**config.mk**
```make
export PLATFORM = sky130hd
export DESIGN_NAME = tx_symbol_framer
export DESIGN_NICKNAME = d
export VERILOG_FILES = /design/src/rtl/tx_framer_pkg.sv /design/src/rtl/tx_crc8.sv /design/src/rtl/tx_symbol_framer.sv
export SDC_FILE = /design/constraint.sdc
export NUM_CORES = 1
export LEC_CHECK = 0
export BUFFER_PORTS_ARGS = -buffer_cell sky130_fd_sc_hd__buf_2
export CAP_MARGIN = 20
export CORE_MARGIN = 1
export CORE_UTILIZATION = 55
export DETAILED_ROUTE_END_ITERATION = 10
export GPL_TIMING_DRIVEN = 0
export HOLD_SLACK_MARGIN = 0.12
export PLACE_DENSITY_LB_ADDON = 0.3
export SLEW_MARGIN = 5
export SYNTH_ARGS = -nofsm -noshare
export SYNTH_HDL_FRONTEND = slang
export SYNTH_SLANG_ARGS = --single-unit
```
**constraint.sdc**
```tcl
create_clock -name clk -period 2.2 [get_ports clk]
set_clock_uncertainty 0.05 [all_clocks]
set_input_delay 0.66 -clock clk [delete_from_list [all_inputs] [get_ports clk]]
set_output_delay 0.66 -clock clk [all_outputs]
set_load 0.02 [all_outputs]
```
**src/rtl/tx_framer_pkg.sv**
```systemverilog
// -----------------------------------------------------------------------------
// tx_framer_pkg
// Shared types and helpers for the TX symbol framer.
//   state_t    : framer FSM states (CRC is only reachable with TX_FRAMER_CRC_EN)
//   dibit_t    : one I/Q symbol, bit 1 = I, bit 0 = Q
//   CRC8_POLY  : CRC-8 generator polynomial (x^8 + x^2 + x + 1)
//   crc8_byte  : CRC-8 update over one byte, MSB first, no reflection
//   byte_dibit : symbol idx (0..3) of a byte, MSB pair first
// -----------------------------------------------------------------------------
package tx_framer_pkg;

    typedef enum logic [2:0] {
        IDLE     = 3'd0,
        PREAMBLE = 3'd1,
        SYNC     = 3'd2,
        PAYLOAD  = 3'd3,
        CRC      = 3'd4
    } state_t;

    typedef logic [1:0] dibit_t;

    localparam logic [7:0] CRC8_POLY = 8'h07;

    function automatic logic [7:0] crc8_byte(input logic [7:0] crc, input logic [7:0] data);
        logic [7:0] c;
        c = crc;
        for (int i = 7; i >= 0; i--) begin
            if (c[7] ^ data[i]) begin
                c = {c[6:0], 1'b0} ^ CRC8_POLY;
            end else begin
                c = {c[6:0], 1'b0};
            end
        end
        return c;
    endfunction

    function automatic dibit_t byte_dibit(input logic [7:0] data, input logic [1:0] idx);
        logic [7:0] sh;
        sh = data << {idx, 1'b0};
        return sh[7:6];
    endfunction

endpackage

```
**src/rtl/tx_crc8.sv**
```systemverilog
// -----------------------------------------------------------------------------
// tx_crc8
// Byte-wise CRC-8 accumulator (poly 0x07, init 0x00, MSB first).
//   clk, rst : clock, synchronous active-high reset
//   clr      : synchronous clear to 0x00 (start of frame)
//   en       : fold data into the running CRC this cycle
//   data     : byte to fold in
//   crc      : current CRC value (registered)
// -----------------------------------------------------------------------------
module tx_crc8
    import tx_framer_pkg::*;
(
    input  logic       clk,
    input  logic       rst,
    input  logic       clr,
    input  logic       en,
    input  logic [7:0] data,
    output logic [7:0] crc
);

    logic [7:0] crc_r;

    // CRC register: clear wins over update.
    always_ff @(posedge clk) begin
        if (rst) begin
            crc_r <= 8'h00;
        end else if (clr) begin
            crc_r <= 8'h00;
        end else if (en) begin
            crc_r <= crc8_byte(crc_r, data);
        end else begin
            crc_r <= crc_r;
        end
    end

    assign crc = crc_r;

endmodule

```
**src/rtl/tx_symbol_framer.sv**
```systemverilog
// -----------------------------------------------------------------------------
// tx_symbol_framer
// Serialises an AXI-Stream byte stream into I/Q dibits, framing each packet
// as preamble, sync word, payload (and CRC-8 when TX_FRAMER_CRC_EN is defined).
//   clk, rst            : clock, synchronous active-high reset
//   in_data/valid/last  : AXIS byte input; in_ready accepts a byte
//   out_I/out_Q/valid   : registered symbol output; advances on out_ready
//   busy                : high whenever the framer is not IDLE
// Optional: `define TX_FRAMER_CRC_EN appends a 4-symbol CRC-8 after payload.
// -----------------------------------------------------------------------------
module tx_symbol_framer
    import tx_framer_pkg::*;
#(
    parameter int                   PREAMBLE_LEN = 16,
    parameter int                   SYNC_BITS    = 16,
    parameter logic [SYNC_BITS-1:0] SYNC_WORD    = 16'hD391
)(
    input  logic       clk,
    input  logic       rst,
    input  logic [7:0] in_data,
    input  logic       in_valid,
    input  logic       in_last,
    output logic       in_ready,
    output logic       out_I,
    output logic       out_Q,
    output logic       out_valid,
    input  logic       out_ready,
    output logic       busy
);

    localparam int SYNC_SYMS = SYNC_BITS / 2;
    localparam int CNT_MAX0  = (PREAMBLE_LEN > SYNC_SYMS) ? PREAMBLE_LEN : SYNC_SYMS;
    localparam int CNT_MAX   = (CNT_MAX0 > 4) ? CNT_MAX0 : 4;
    localparam int CNT_W     = $clog2(CNT_MAX) + 1;
    localparam logic [CNT_W-1:0] PRE_LAST  = CNT_W'(PREAMBLE_LEN - 1);
    localparam logic [CNT_W-1:0] SYNC_LAST = CNT_W'(SYNC_SYMS - 1);

    // cnt_r indexes the symbol currently presented within the current state.
    state_t           state_r, state_nxt_s;
    logic [CNT_W-1:0] cnt_r, cnt_nxt_s, cnt_inc_s;
    logic [7:0]       byte_r, byte_nxt_s;
    logic             byte_full_r, byte_full_nxt_s;
    logic             byte_last_r, byte_last_nxt_s;
    logic             out_valid_r, out_valid_nxt_s;
    dibit_t           out_iq_r, out_iq_nxt_s;
    logic             busy_r;
    logic             fire_s, take_s, in_ready_s;
    logic [SYNC_BITS-1:0] sync_sh_s;

`ifdef TX_FRAMER_CRC_EN
    logic [7:0] crc_s;
    logic       crc_clr_s;

    tx_crc8 u_crc (
        .clk  (clk),
        .rst  (rst),
        .clr  (crc_clr_s),
        .en   (take_s),
        .data (in_data),
        .crc  (crc_s)
    );
`endif

    assign fire_s    = out_valid_r & out_ready;
    assign cnt_inc_s = cnt_r + {{(CNT_W-1){1'b0}}, 1'b1};
    assign sync_sh_s = SYNC_WORD << {cnt_inc_s, 1'b0};

    // A new byte is taken when the holding register is empty, or when its
    // final symbol leaves this cycle and it is not the packet's last byte.
    assign in_ready_s = (state_r == PAYLOAD) &&
                        (!byte_full_r || (fire_s && (cnt_r[1:0] == 2'd3) && !byte_last_r));
    assign take_s     = in_valid & in_ready_s;

    // Next-state and next-output decode; every register holds by default.
    always_comb begin
        state_nxt_s     = state_r;
        cnt_nxt_s       = cnt_r;
        byte_nxt_s      = byte_r;
        byte_full_nxt_s = byte_full_r;
        byte_last_nxt_s = byte_last_r;
        out_valid_nxt_s = out_valid_r;
        out_iq_nxt_s    = out_iq_r;
`ifdef TX_FRAMER_CRC_EN
        crc_clr_s       = 1'b0;
`endif
        case (state_r)
            IDLE: begin
                // The pending byte only triggers the frame; it is taken in PAYLOAD.
                if (in_valid) begin
                    state_nxt_s     = PREAMBLE;
                    cnt_nxt_s       = {CNT_W{1'b0}};
                    out_iq_nxt_s    = 2'b11;
                    out_valid_nxt_s = 1'b1;
`ifdef TX_FRAMER_CRC_EN
                    crc_clr_s       = 1'b1;
`endif
                end else begin
                    out_valid_nxt_s = 1'b0;
                end
            end
            PREAMBLE: begin
                if (fire_s && (cnt_r == PRE_LAST)) begin
                    state_nxt_s  = SYNC;
                    cnt_nxt_s    = {CNT_W{1'b0}};
                    out_iq_nxt_s = SYNC_WORD[SYNC_BITS-1 -: 2];
                end else if (fire_s) begin
                    cnt_nxt_s    = cnt_inc_s;
                    out_iq_nxt_s = {~cnt_inc_s[0], ~cnt_inc_s[0]};
                end else begin
                    cnt_nxt_s    = cnt_r;
                end
            end
            SYNC: begin
                if (fire_s && (cnt_r == SYNC_LAST)) begin
                    state_nxt_s     = PAYLOAD;
                    cnt_nxt_s       = {CNT_W{1'b0}};
                    out_valid_nxt_s = 1'b0;
                end else if (fire_s) begin
                    cnt_nxt_s    = cnt_inc_s;
                    out_iq_nxt_s = sync_sh_s[SYNC_BITS-1 -: 2];
                end else begin
                    cnt_nxt_s    = cnt_r;
                end
            end
            PAYLOAD: begin
                if (take_s) begin
                    byte_nxt_s      = in_data;
                    byte_full_nxt_s = 1'b1;
                    byte_last_nxt_s = in_last;
                    cnt_nxt_s       = {CNT_W{1'b0}};
                    out_iq_nxt_s    = in_data[7:6];
                    out_valid_nxt_s = 1'b1;
                end else if (fire_s && (cnt_r[1:0] != 2'd3)) begin
                    cnt_nxt_s    = cnt_inc_s;
                    out_iq_nxt_s = byte_dibit(byte_r, cnt_inc_s[1:0]);
                end else if (fire_s && byte_last_r) begin
                    byte_full_nxt_s = 1'b0;
                    byte_last_nxt_s = 1'b0;
                    cnt_nxt_s       = {CNT_W{1'b0}};
`ifdef TX_FRAMER_CRC_EN
                    // Reuse the byte register to shift out the finished CRC.
                    state_nxt_s     = CRC;
                    byte_nxt_s      = crc_s;
                    out_iq_nxt_s    = crc_s[7:6];
                    out_valid_nxt_s = 1'b1;
`else
                    state_nxt_s     = IDLE;
                    out_iq_nxt_s    = 2'b00;
                    out_valid_nxt_s = 1'b0;
`endif
                end else if (fire_s) begin
                    // Byte exhausted and no replacement offered: bubble.
                    byte_full_nxt_s = 1'b0;
                    out_valid_nxt_s = 1'b0;
                end else begin
                    cnt_nxt_s = cnt_r;
                end
            end
`ifdef TX_FRAMER_CRC_EN
            CRC: begin
                if (fire_s && (cnt_r[1:0] == 2'd3)) begin
                    state_nxt_s     = IDLE;
                    cnt_nxt_s       = {CNT_W{1'b0}};
                    out_iq_nxt_s    = 2'b00;
                    out_valid_nxt_s = 1'b0;
                end else if (fire_s) begin
                    cnt_nxt_s    = cnt_inc_s;
                    out_iq_nxt_s = byte_dibit(byte_r, cnt_inc_s[1:0]);
                end else begin
                    cnt_nxt_s    = cnt_r;
                end
            end
`endif
            default: begin
                state_nxt_s     = IDLE;
                cnt_nxt_s       = {CNT_W{1'b0}};
                byte_full_nxt_s = 1'b0;
                byte_last_nxt_s = 1'b0;
                out_iq_nxt_s    = 2'b00;
                out_valid_nxt_s = 1'b0;
            end
        endcase
    end

    // State, datapath and output registers.
    always_ff @(posedge clk) begin
        if (rst) begin
            state_r     <= IDLE;
            cnt_r       <= {CNT_W{1'b0}};
            byte_r      <= 8'h00;
            byte_full_r <= 1'b0;
            byte_last_r <= 1'b0;
            out_valid_r <= 1'b0;
            out_iq_r    <= 2'b00;
            busy_r      <= 1'b0;
        end else begin
            state_r     <= state_nxt_s;
            cnt_r       <= cnt_nxt_s;
            byte_r      <= byte_nxt_s;
            byte_full_r <= byte_full_nxt_s;
            byte_last_r <= byte_last_nxt_s;
            out_valid_r <= out_valid_nxt_s;
            out_iq_r    <= out_iq_nxt_s;
            busy_r      <= (state_nxt_s != IDLE);
        end
    end

    assign in_ready  = in_ready_s;
    assign out_I     = out_iq_r[1];
    assign out_Q     = out_iq_r[0];
    assign out_valid = out_valid_r;
    assign busy      = busy_r;

endmodule

```
# Yosys cells after proc, flatten, opt, wreduce, memory -nomap -nowiden
# Cells that the tools add are included.
# op_classes
add_sub_neg	1
eq_ne	16
shifts	2
mux	36
n_bitwise	5
reduce_logical	19
# ops
operator	n
$mux 5	7
$pmux 5 s4	1
$mux 3	6
$mux 2	8
$shl 16x6->16 const A	1
$pmux 3 s4	1
$ne 2x2->1 const B	5
$mux 1	9
$pmux 2 s4	1
$shl 8x3->8	1
$logic_and 1x1->1	7
$eq 3x2->1 const B	2
$ne 3x3->1 const B	2
$reduce_and 3->1	2
$add 5x1->5 const B	1
$eq 5x3->1 const B	1
$eq 5x4->1 const B	1
$reduce_and 5->1	1
$ne 4x2->1 const B	1
$ne 4x3->1 const B	1
$pmux 1 s2	2
$pmux 1 s4	1
$reduce_and 2->1	2
$reduce_and 4->1	1
other kinds (10)	14
# totals
register_bits	22
inputBits	13
word_cells	87

# Longest topological paths before layout
# Gate-level depths: netlist (run 1).
# logic_depth
depth_word	9
mapped_depth	8

# Least setup slack after synthesis (run 1)
# OpenSTA, ideal clock, no wires.
# synth_timing
kind	input to output
from	in out_ready
to	out in_ready
arrival_time_ns	1.199
t_required_ns	1.490
path_slack_ns	0.291
path_stages	2
n_path_buf	0
path_cell_list	nand4b_1 a21oi_1
# synth_via
elab_chain_len	5
# synth_lines
element	line	source
from (decl)	tx_symbol_framer.sv:27	input logic out_ready,
$and 1x1->1	tx_symbol_framer.sv:64	assign fire_s = out_valid_r & out_ready;
$logic_and 1x1->1 (2 in a row)	tx_symbol_framer.sv:71	(!byte_full_r || (fire_s && (cnt_r[1:0] == 2'd3) && !byte_last_r));
$logic_or 1x1->1	tx_symbol_framer.sv:71	
$logic_and 1x1->1	tx_symbol_framer.sv:70	assign in_ready_s = (state_r == PAYLOAD) &&
to (decl)	tx_symbol_framer.sv:23	output logic in_ready,
# No other way between the ends.

# Final worst setup path (run 1)
# layout_timing
from	reg cnt_r[1]
to	out in_ready
# layout_via
elab_chain_len	5
# layout_lines
element	line	source
from (decl)	tx_symbol_framer.sv:40	logic [CNT_W-1:0] cnt_r, cnt_nxt_s, cnt_inc_s;
from (signal assigned)	tx_symbol_framer.sv:189	cnt_r <= {CNT_W{1'b0}};
from (signal assigned)	tx_symbol_framer.sv:198	cnt_r <= cnt_nxt_s;
$eq 2x2->1	tx_symbol_framer.sv:71	
$logic_and 1x1->1 (2 in a row)	tx_symbol_framer.sv:71	
$logic_or 1x1->1	tx_symbol_framer.sv:71	
$logic_and 1x1->1	tx_symbol_framer.sv:70	
# No other way between the ends.

==> results of run 1 <==
cells by family after synthesis:
logic type / share of synthesized area (%)
buffers and inverters: 4.21
and+or+nand+nor: 24.2
xor gates and xnor gates: 0.656
AOI/OAI and AO/OA: 24.0
other: 0.281
DFF: 33.0
muxes: 11.0
adders and majority gates: 2.81
sequential cells by signal, summed over array words and instances, names as in the netlist:
signal       count
busy             1
byte_full_r      1
byte_last_r      1
byte_r           8
cnt_r            5
out_iq_r         2
out_valid        1
state_r          3
stage by stage:
| stage | util, % | setup TNS [ps] | hold slack, ps |
|---|---|---|---|
| after global placement | 64.6 | 0 | 420 |
| after floorplan | - | 0 | 396 |
| after detailed placement | 64.6 | -8.59 | 418 |
| after global routing | 68.1 | 0 | 467 |
| final | 68.1 | 0 | 438 |
| after CTS | 67.1 | 0 | 441 |
routing by layer:
layer | part of all wire [%] | up-vias | wire length (microns)
met3 | 5.4 | 4 | 167
met1 | 44 | 569 | 1350
met5 | 0 | - | 0
li1 | - | 613 | -
met2 | 50 | 39 | 1540
met4 | 1.2 | 0 | 38
Yosys cell counts, types with 2 or more instances:
cell / n / share of area [%]
a21oi_1: 8 / 3.0
clkbuf_1: 3 / 0.84
nor2_1: 14 / 3.9
inv_1: 6 / 1.7
nor3b_1: 2 / 1.1
nand3_1: 6 / 2.2
a311oi_1: 2 / 1.3
mux4_2: 2 / 3.4
and3_1: 3 / 1.4
a211oi_1: 2 / 1.1
and2_1: 3 / 1.4
buf_2: 3 / 1.1
mux2i_1: 9 / 6.7
nand2_1: 6 / 1.7
o21ai_0: 7 / 2.6
nand2b_1: 6 / 2.8
ha_1: 3 / 2.8
o2bb2ai_1: 2 / 1.3
o32ai_1: 2 / 1.3
dfxtp_1: 22 / 33
nor3_1: 6 / 2.2
nor2b_1: 2 / 0.94
area by class of cell:
cell class,count,area [sq um],area share (%)
Buffer,7,33.8,2.20
Clock buffer,3,22.5,1.47
Clock inverter,1,30.0,1.95
Inverter,6,22.5,1.47
Multi-Input combinational cell,116,855,55.6
Sequential cell,22,445,29.0
Tap cell,28,35.0,2.28
Timing Repair Buffer,18,92.6,6.03
power by group through the flow:
| stage | Clock, mW | Sequential, mW | Combinational (mW) |
|---|---|---|---|
| final | 0.308 | 0.406 | 0.0659 |
| after global routing | 0.328 | 0.407 | 0.0729 |
| after CTS | 0.314 | 0.407 | 0.0641 |
| after detailed placement | 0 | 0.416 | 0.0641 |
| after global placement | 0 | 0.416 | 0.0623 |
| after floorplan | 0 | 0.419 | 0.0340 |
layout by cell type, fill, tap and decap left out, types with 2 or more instances in the layout:
cell type and instances:
and2_1 3, clkbuf_1 3, a21oi_1 7, nand2_1 6
o2bb2ai_1 2, and3_1 3, nor3_1 6, clkbuf_4 3
ha_2 2, nand2b_1 6, mux4_2 2, nor2_1 14
mux2i_1 9, o21ai_0 7, buf_4 2, dfxtp_1 20
o32ai_1 2, inv_1 6, nor2b_1 2, nor3b_1 2
nand3_1 6, buf_2 20, a211oi_1 2
worst min-delay path by stage:
stage | start | to | slack (ps)
global placement | byte_r[3]$_SDFFE_PP0P_ | byte_r[3]$_SDFFE_PP0P_ | 420
global route | out_iq_r[0]$_SDFFE_PP0P_ | out_iq_r[0]$_SDFFE_PP0P_ | 470
CTS | cnt_r[4]$_SDFFE_PP0P_ | cnt_r[4]$_SDFFE_PP0P_ | 440
detailed placement | out_iq_r[1]$_SDFFE_PP0P_ | out_iq_r[1]$_SDFFE_PP0P_ | 420
finish | cnt_r[4]$_SDFFE_PP0P_ | cnt_r[4]$_SDFFE_PP0P_ | 440
floorplan | cnt_r[4]$_SDFFE_PP0P_ | cnt_r[4]$_SDFFE_PP0P_ | 400
repair_timing:
action	in CTS	in global routing
hold buffers	0	0
resized for setup	2	5
pin swaps	0	1
gates cloned	0	0
buffers inserted	0	1
setup endpoints to repair	1	3
==> impl_metrics.json, run 1 <==
{
  "crit_family": "flip-flops",
  "r2r-end": "out_iq_r[1]$_SDFFE_PP0P_",
  "setup_viol": 0,
  "ios": 18,
  "clockBufferDepth": 2,
  "syn_area_per_cell_sq_um": 8.85,
  "report.final.hold_viol_count": 0,
  "cp_cell_sequence": "ha_2 > nand4b_1 > a21oi_2 > buf_2",
  "grt_use_met2_pct": 46.3,
  "drive_gt1_share_pct": 24.9,
  "holdCritPathClass": "reg -> reg",
  "fin_crit_sh_pct": 95.5,
  "layout_setup_ws_ps": 98.0,
  "initial_core_util_pct": 59.3,
  "rsz0062_at_grt": "no",
  "p_clk_share_pct": 39.5,
  "worst-path-buf-inv": 1,
  "cp.required_ps": 1490,
  "grt_pass1_wl_microns": 5150,
  "grt-ovfl-total": 0,
  "final_max_slew_viol_count": 0,
  "crit-reg2reg-launch": "cnt_r[1]$_SDFFE_PP0P_",
  "synth_seq_cells": 22,
  "cts.sinks": 22,
  "total_power_mw": 0.780,
  "postPlaceCellArea_sq_um": 1460,
  "clk_latency_ps": 300,
  "die_h_microns": 51.3,
  "cts_buffers": 3,
  "design_area_sq_um": 1540,
  "power_frac_comb_pct": 8.5,
  "grt_max_degree": 14,
  "cts_tree": "done",
  "slowest_delay_ps": 390,
  "nets": 190,
  "p_int_mw": 0.612,
  "areaGrowthSynthToFinish_pct": 15.0,
  "wl_per_cell_microns": 15.4,
  "drtPass1Iterations": 6,
  "grt_use_total_pct": 26.5,
  "reg2regPathDepth": 7,
  "critical_path_class": "reg -> out",
  "place_inst": 196,
  "cp.depth": 4,
  "vias": 1225,
  "status": "complete, no violations",
  "design.core.area_sq_um": 2250,
  "numPortBuffers": 17,
  "synth_seq_area_share_pct": 33.0,
  "grt_util_met3_pct": 3.57,
  "antenna_found_initial": 0,
  "drc": 0,
  "cp_slowest_cell": "dfxtp_4",
  "first_iter_violations": 46,
  "yosys_warnings": 0,
  "dieWidth_microns": 51.3,
  "arrival_ps": 1390,
  "path_clk_slew_ps": 120,
  "via_per_inst": 6.09,
  "startpoint_type": "flop",
  "maxCapViolCount": 0,
  "yosys.cell_types.count": 54,
  "synth_ff_type": "dfxtp_1",
  "fmax_mhz": 476,
  "p_sw_mw": 0.168,
  "num_antenna_cells": 0,
  "hpwl_microns": 2350,
  "grt_pass1_vias": 1154,
  "route.final.wire_length_microns": 3100,
  "p_leak_nw": 0.565,
  "h-tree-depth": 1,
  "rows": 17,
  "crit_path_end": "in_ready",
  "gp_congestion": 0.999,
  "switching_share_pct": 21.6,
  "seq_power_share_pct": 52.1,
  "syn_inst": 151,
  "fin_crit_ps": 2100,
  "async_flop_share_pct": 0,
  "ant_nets": 0,
  "cts-root-buf": "clkbuf_4",
  "power_density_nw_per_um2": 507,
  "syn_area_sq_um": 1340,
  "path_max_fanout": 6,
  "dp_slack_ps": -8.59,
  "busiest_layer": "met2",
  "ir_drop_mv": 0.439,
  "rrSetupSlack_ps": 140,
  "min_delay_path_depth": 1,
  "synth_nets": 167,
  "synth-edff-count": 0,
  "die_area_sq_um": 2630,
  "layoutNonFillerInstCount": 201,
  "end_kind": "primary output",
  "startpoint": "cnt_r[1]$_SDFFE_PP0P_",
  "fillers": 197,
  "met1_usage_pct": 32.7
}
Power figures use the tool's default switching activity.
==> inputs of run 2 (changes only) <==
--- a/config.mk
+++ b/config.mk
@@ -8,7 +8,7 @@
 export BUFFER_PORTS_ARGS = -buffer_cell sky130_fd_sc_hd__buf_2
 export CAP_MARGIN = 20
 export CORE_MARGIN = 1
-export CORE_UTILIZATION = 55
+export CORE_UTILIZATION = 56
 export DETAILED_ROUTE_END_ITERATION = 10
 export GPL_TIMING_DRIVEN = 0
 export HOLD_SLACK_MARGIN = 0.12
==> run 2 against run 1 <==
Against the previous run:
- worst hold slack better by 2.0 ps
- cell area is 1.6% lower
- register-to-register slack worse by 40 ps
- first-iteration DRC count is 15% higher
- largest power group unchanged
- count of clock-buffer cells in the layout is 1 higher
- die area is 1.7% lower
- worst setup slack worse by 36 ps
- critical endpoint unchanged
==> impl_metrics.json, run 2 (synthesized netlist as in run 1, its figures left out) <==
{
  "wl_per_cell_microns": 15.4,
  "layoutNonFillerInstCount": 200,
  "p_leak_nw": 0.554,
  "clk_latency_ps": 310,
  "fmax_mhz": 468,
  "fin_crit_sh_pct": 97.2,
  "min_delay_path_depth": 2,
  "design.core.area_sq_um": 2230,
  "path_clk_slew_ps": 120,
  "grt_use_total_pct": 26.4,
  "regArea_sq_um": 445,
  "slew_headroom_pct": 64.0,
  "design_area_sq_um": 1510,
  "grt-ovfl-total": 0,
  "grt_max_degree": 13,
  "nets": 189,
  "fillers": 204,
  "arrival_ps": 1430,
  "multi_input_area_sq_um": 851,
  "status": "complete, no violations",
  "grt_pass1_wl_microns": 4990,
  "setup_viol": 0,
  "crit-reg2reg-launch": "cnt_r[1]$_SDFFE_PP0P_",
  "regMostFlops": "byte_r",
  "cts_tree": "done",
  "ant_nets": 0,
  "first_iter_violations": 53,
  "final_max_slew_viol_count": 0,
  "cts_buffers": 3,
  "reg_top3": "byte_r x8, cnt_r x5, state_r x3",
  "numPortBuffers": 17,
  "final_common_cell": "dfxtp_1",
  "areaGrowthSynthToFinish_pct": 13.1,
  "holdCritPathClass": "reg -> reg",
  "rrSetupSlack_ps": 100,
  "r2r-end": "out_iq_r[1]$_SDFFE_PP0P_",
  "power_density_nw_per_um2": 460,
  "die_area_sq_um": 2590,
  "tightest_slew_ps": 527,
  "cts_setup_buffers": 0,
  "ios": 18,
  "reg2regPathDepth": 7,
  "layout_common_cells": "dfxtp_1 (20), buf_2 (19), nor2_1 (14), mux2i_1 (9), a21oi_1 (8)",
  "num_antenna_cells": 0,
  "slowest_delay_ps": 390,
  "hold_path_end": "out_iq_r[1]$_SDFFE_PP0P_",
  "postPlaceCellArea_sq_um": 1460,
  "dp_slack_ps": 14.7,
  "cts.sinks": 22,
  "report.final.hold_viol_count": 0,
  "route.final.wire_length_microns": 3080,
  "path_max_fanout": 6,
  "gp_congestion": 1.00,
  "drive_gt1_share_pct": 23.8,
  "h-tree-depth": 1,
  "end_kind": "primary output",
  "dieWidth_microns": 50.9,
  "place_inst": 196,
  "largest_reg_flops": 8,
  "antenna_found_initial": 0,
  "via_per_inst": 6.17,
  "die_h_microns": 50.9,
  "rows": 17,
  "grt_pass1_vias": 1157,
  "clockBufferDepth": 2,
  "ir_drop_mv": 0.485,
  "cp.required_ps": 1490,
  "layout_setup_ws_ps": 62.3,
  "critical_path_class": "reg -> out",
  "min_from": "out_iq_r[1]$_SDFFE_PP0P_",
  "cp_slowest_cell": "dfxtp_4",
  "maxCapViolCount": 0,
  "total_power_mw": 0.696,
  "vias": 1234,
  "drc": 0,
  "cts-root-buf": "clkbuf_4",
  "cp_cell_sequence": "ha_2 > nand4b_1 > a21oi_1 > buf_4",
  "startpoint_type": "flop",
  "drtPass1Iterations": 4,
  "initial_core_util_pct": 59.8,
  "fin_crit_ps": 2140,
  "hold_buffers": 0,
  "hpwl_microns": 2350
}
## run 2: cell types whose count changed in the layout (fill, tap and decap cells not counted)
cell,before,now
a21oi_2,1,0
bufinv_16,1,0
buf_2,20,19
a21oi_1,7,8
clkbuf_8,0,1
## run 2: metrics by stage
stage	setup TNS, ps	util (%)	hold WS [ps]
after floorplan	0	-	396
after global placement	0	65.2	419
after detailed placement	0	65.2	420
after CTS	0	67.0	442
after global routing	-17.1	67.7	471
final	0	67.7	440
## run 2: critical path, delay by kind of cell (launching register included)
| family | cells | cell delay [ps] |
|---|---|---|
| compound gates | 1 | 180 |
| fa+ha+maj | 1 | 220 |
| buf+inv | 1 | 150 |
| flops | 1 | 390 |
| simple gates | 1 | 170 |
## run 2: power breakdown
part	internal (mW)	switching [mW]
Sequential	0.402	0.00420
Combinational	0.0257	0.0404
Clock	0.101	0.123
Total	0.529	0.167
## run 2: how the worst max path moves through the flow
stage | startpoint | end | slack, ps | depth (start not counted)
2_1_floorplan | out_ready | in_ready | 290 | 2
3_3_place_gp | in_valid | out_iq_r[1]$_SDFFE_PP0P_ | 30 | 6
3_5_place_dp | in_valid | out_iq_r[1]$_SDFFE_PP0P_ | 10 | 6
4_1_cts | cnt_r[1]$_SDFFE_PP0P_ | in_ready | 40 | 4
5_1_grt | cnt_r[1]$_SDFFE_PP0P_ | out_iq_r[1]$_SDFFE_PP0P_ | -10 | 7
6_report | cnt_r[1]$_SDFFE_PP0P_ | in_ready | 60 | 4
## run 2: what timing repair did
action | in CTS | in global routing
pin swaps | 0 | 0
endpoints found under the setup margin | 1 | 3
resized for setup | 2 | 5
## run 2: layer usage
layer  routed length (microns)  up-vias  GRT usage (%)
li1                          -      610              -
met1                      1340      575           31.8
met2                      1540       42           44.4
met3                       130        7           3.87
met4                        72        0           15.7
met5                         0        -              0
## run 2: final cells by class
type                       instances  share of cell area [%]
tap                               28                    2.32
buffer                             7                    2.24
sequential                        22                    29.5
clock buffer                       4                    2.40
inverter                           6                    1.49
timing repair buffer              17                    5.79
multi-input combinational        116                    56.3
==> inputs of run 3 (changes only) <==
--- a/config.mk
+++ b/config.mk
@@ -13,6 +13,7 @@
 export GPL_TIMING_DRIVEN = 0
 export HOLD_SLACK_MARGIN = 0.12
 export PLACE_DENSITY_LB_ADDON = 0.3
+export SETUP_SLACK_MARGIN = 0.3
 export SLEW_MARGIN = 5
 export SYNTH_ARGS = -nofsm -noshare
 export SYNTH_HDL_FRONTEND = slang
==> run 3 against run 2 <==
Against the previous run:
- clock power increased by 36%
- sequential share of layout area decreased by 4.1 points
- cell area increased by 18%
- register-to-register slack improved by 130 ps
- highest routed layer unchanged
- largest power group unchanged
- critical path depth unchanged
- sequential power about the same
- combinational power increased by 23%
- largest cell class unchanged
- non-clock buffer count increased by 13
==> impl_metrics.json, run 3 (synthesized netlist as in run 1, its figures left out) <==
{
  "maxCapViolCount": 0,
  "startpoint_type": "flop",
  "critical_path_class": "reg -> out",
  "grt_use_total_pct": 30.4,
  "numPortBuffers": 17,
  "ir_drop_mv": 0.463,
  "rsz0062_at_grt": "yes",
  "crit-reg2reg-launch": "cnt_r[1]$_SDFFE_PP0P_",
  "layout_setup_ws_ps": 214,
  "path_max_fanout": 4,
  "hpwl_microns": 2540,
  "hold_buffers": 0,
  "reg2regPathDepth": 8,
  "fin_crit_ps": 1990,
  "via_per_inst": 6.65,
  "rows": 17,
  "slowest_delay_ps": 390,
  "grt_pass1_wl_microns": 5820,
  "first_iter_violations": 117,
  "startpoint": "cnt_r[1]$_SDFFE_PP0P_",
  "layout_common_cells": "buf_2 (18), dfxtp_1 (18), buf_4 (15), nor2_1 (14), mux2i_1 (9)",
  "end_kind": "primary output",
  "path_clk_slew_ps": 110,
  "ant_nets": 0,
  "cp_cell_sequence": "ha_4 > nand4b_1 > a21oi_2 > buf_4",
  "report.final.hold_viol_count": 0,
  "tightest_slew_ps": 584,
  "fin_util_pct": 79.6,
  "cp.depth": 4,
  "drive_gt1_share_pct": 38.4,
  "drtPass1Iterations": 5,
  "total_power_mw": 0.792,
  "areaGrowthSynthToFinish_pct": 33.1,
  "r2r-end": "out_iq_r[0]$_SDFFE_PP0P_",
  "dp_slack_ps": -23.1,
  "fmax_mhz": 504,
  "reg_top3": "byte_r x8, cnt_r x5, state_r x3",
  "min_delay_path_depth": 2,
  "grt-ovfl-total": 0,
  "design.core.area_sq_um": 2230,
  "num_antenna_cells": 0,
  "power_density_nw_per_um2": 445,
  "worst-path-buf-inv": 1,
  "p_leak_nw": 0.668,
  "clockBufferDepth": 2,
  "cp_slowest_cell": "dfxtp_4",
  "h-tree-depth": 1,
  "arrival_ps": 1280,
  "route.final.wire_length_microns": 4080,
  "fin_crit_sh_pct": 90.3,
  "vias": 1416,
  "final_max_slew_viol_count": 0,
  "cp.required_ps": 1490,
  "initial_core_util_pct": 59.8,
  "holdCritPathClass": "reg -> reg",
  "gp_congestion": 0.945,
  "crit_path_end": "in_ready",
  "slew_headroom_pct": 61.1,
  "setup_viol": 0,
  "nets": 202,
  "rrSetupSlack_ps": 230,
  "status": "complete, no violations",
  "die_h_microns": 50.9,
  "largest_reg_flops": 8,
  "antenna_found_initial": 0,
  "grt_pass1_vias": 1224,
  "regMostFlops": "byte_r",
  "wl_per_cell_microns": 19.2,
  "die_area_sq_um": 2590,
  "ios": 18,
  "cts.sinks": 22,
  "cts_tree": "done",
  "cts-root-buf": "clkbuf_4",
  "crit_family": "flip-flops",
  "cts_buffers": 3,
  "grt_max_degree": 14,
  "clk_latency_ps": 310,
  "drc": 0,
  "dieWidth_microns": 50.9
}
[run 3: changes by cell type in the layout (fill, tap and decap cells not counted), sizes merged]
cell and delta:
buf +13, bufinv +1, clkbuf -1
[run 3: layout make-up]
cell class	instances	area, sq um
timing repair buffer	30	185
inverter	6	22.5
clock buffer	3	22.5
fill	135	455
buffer	7	40.0
sequential	22	450
multi-input combinational	116	992
clock inverter	1	30.0
tap	28	35.0
[run 3: worst min-delay path by stage]
stage,endpoint,start
after floorplan,cnt_r[4]$_SDFFE_PP0P_,cnt_r[4]$_SDFFE_PP0P_
after global placement,byte_r[1]$_SDFFE_PP0P_,byte_r[1]$_SDFFE_PP0P_
after detailed placement,out_iq_r[1]$_SDFFE_PP0P_,out_iq_r[1]$_SDFFE_PP0P_
after CTS,out_iq_r[1]$_SDFFE_PP0P_,out_iq_r[1]$_SDFFE_PP0P_
after global routing,out_iq_r[1]$_SDFFE_PP0P_,out_iq_r[1]$_SDFFE_PP0P_
final,byte_r[3]$_SDFFE_PP0P_,byte_r[3]$_SDFFE_PP0P_
[run 3: repair_timing]
action | in CTS | in global routing
setup buffers | 4 | 9
pin swaps | 6 | 15
setup endpoints to repair | 15 | 15
resized for setup | 16 | 20
[run 3: per-stage QoR]
step	hold WS, ps	setup TNS, ps	cells	instance area (sq um)
global placement	419	0	196	1460
global route	481	0	213	1780
detailed placement	425	-23.1	196	1460
CTS	445	0	204	1610
finish	454	0	213	1780
floorplan	396	0	151	1340
[run 3: power by group]
group / leakage [nW] / internal, mW / switching [mW]
Combinational: 0.459 / 0.0314 / 0.0496
Clock: 0.0279 / 0.184 / 0.121
Sequential: 0.181 / 0.401 / 0.00498
[run 3: worst reg2reg max path, cell delays in order (launching register included)]
cell and delay, ps:
dfxtp_4 390, buf_4 130, ha_4 150, and3_4 200
ha_4 150, nand3_4 100, a311oi_4 370, nor3_2 100
o32ai_2 250
[run 3: per-layer routing]
| metal | vias to the layer above | track usage (%) | routed length (microns) |
|---|---|---|---|
| li1 | 629 | - | - |
| met1 | 653 | 38.2 | 1580 |
| met2 | 114 | 50.2 | 1980 |
| met3 | 20 | 7.14 | 360 |
| met4 | 0 | 12.0 | 164 |
| met5 | - | 0 | 0 |
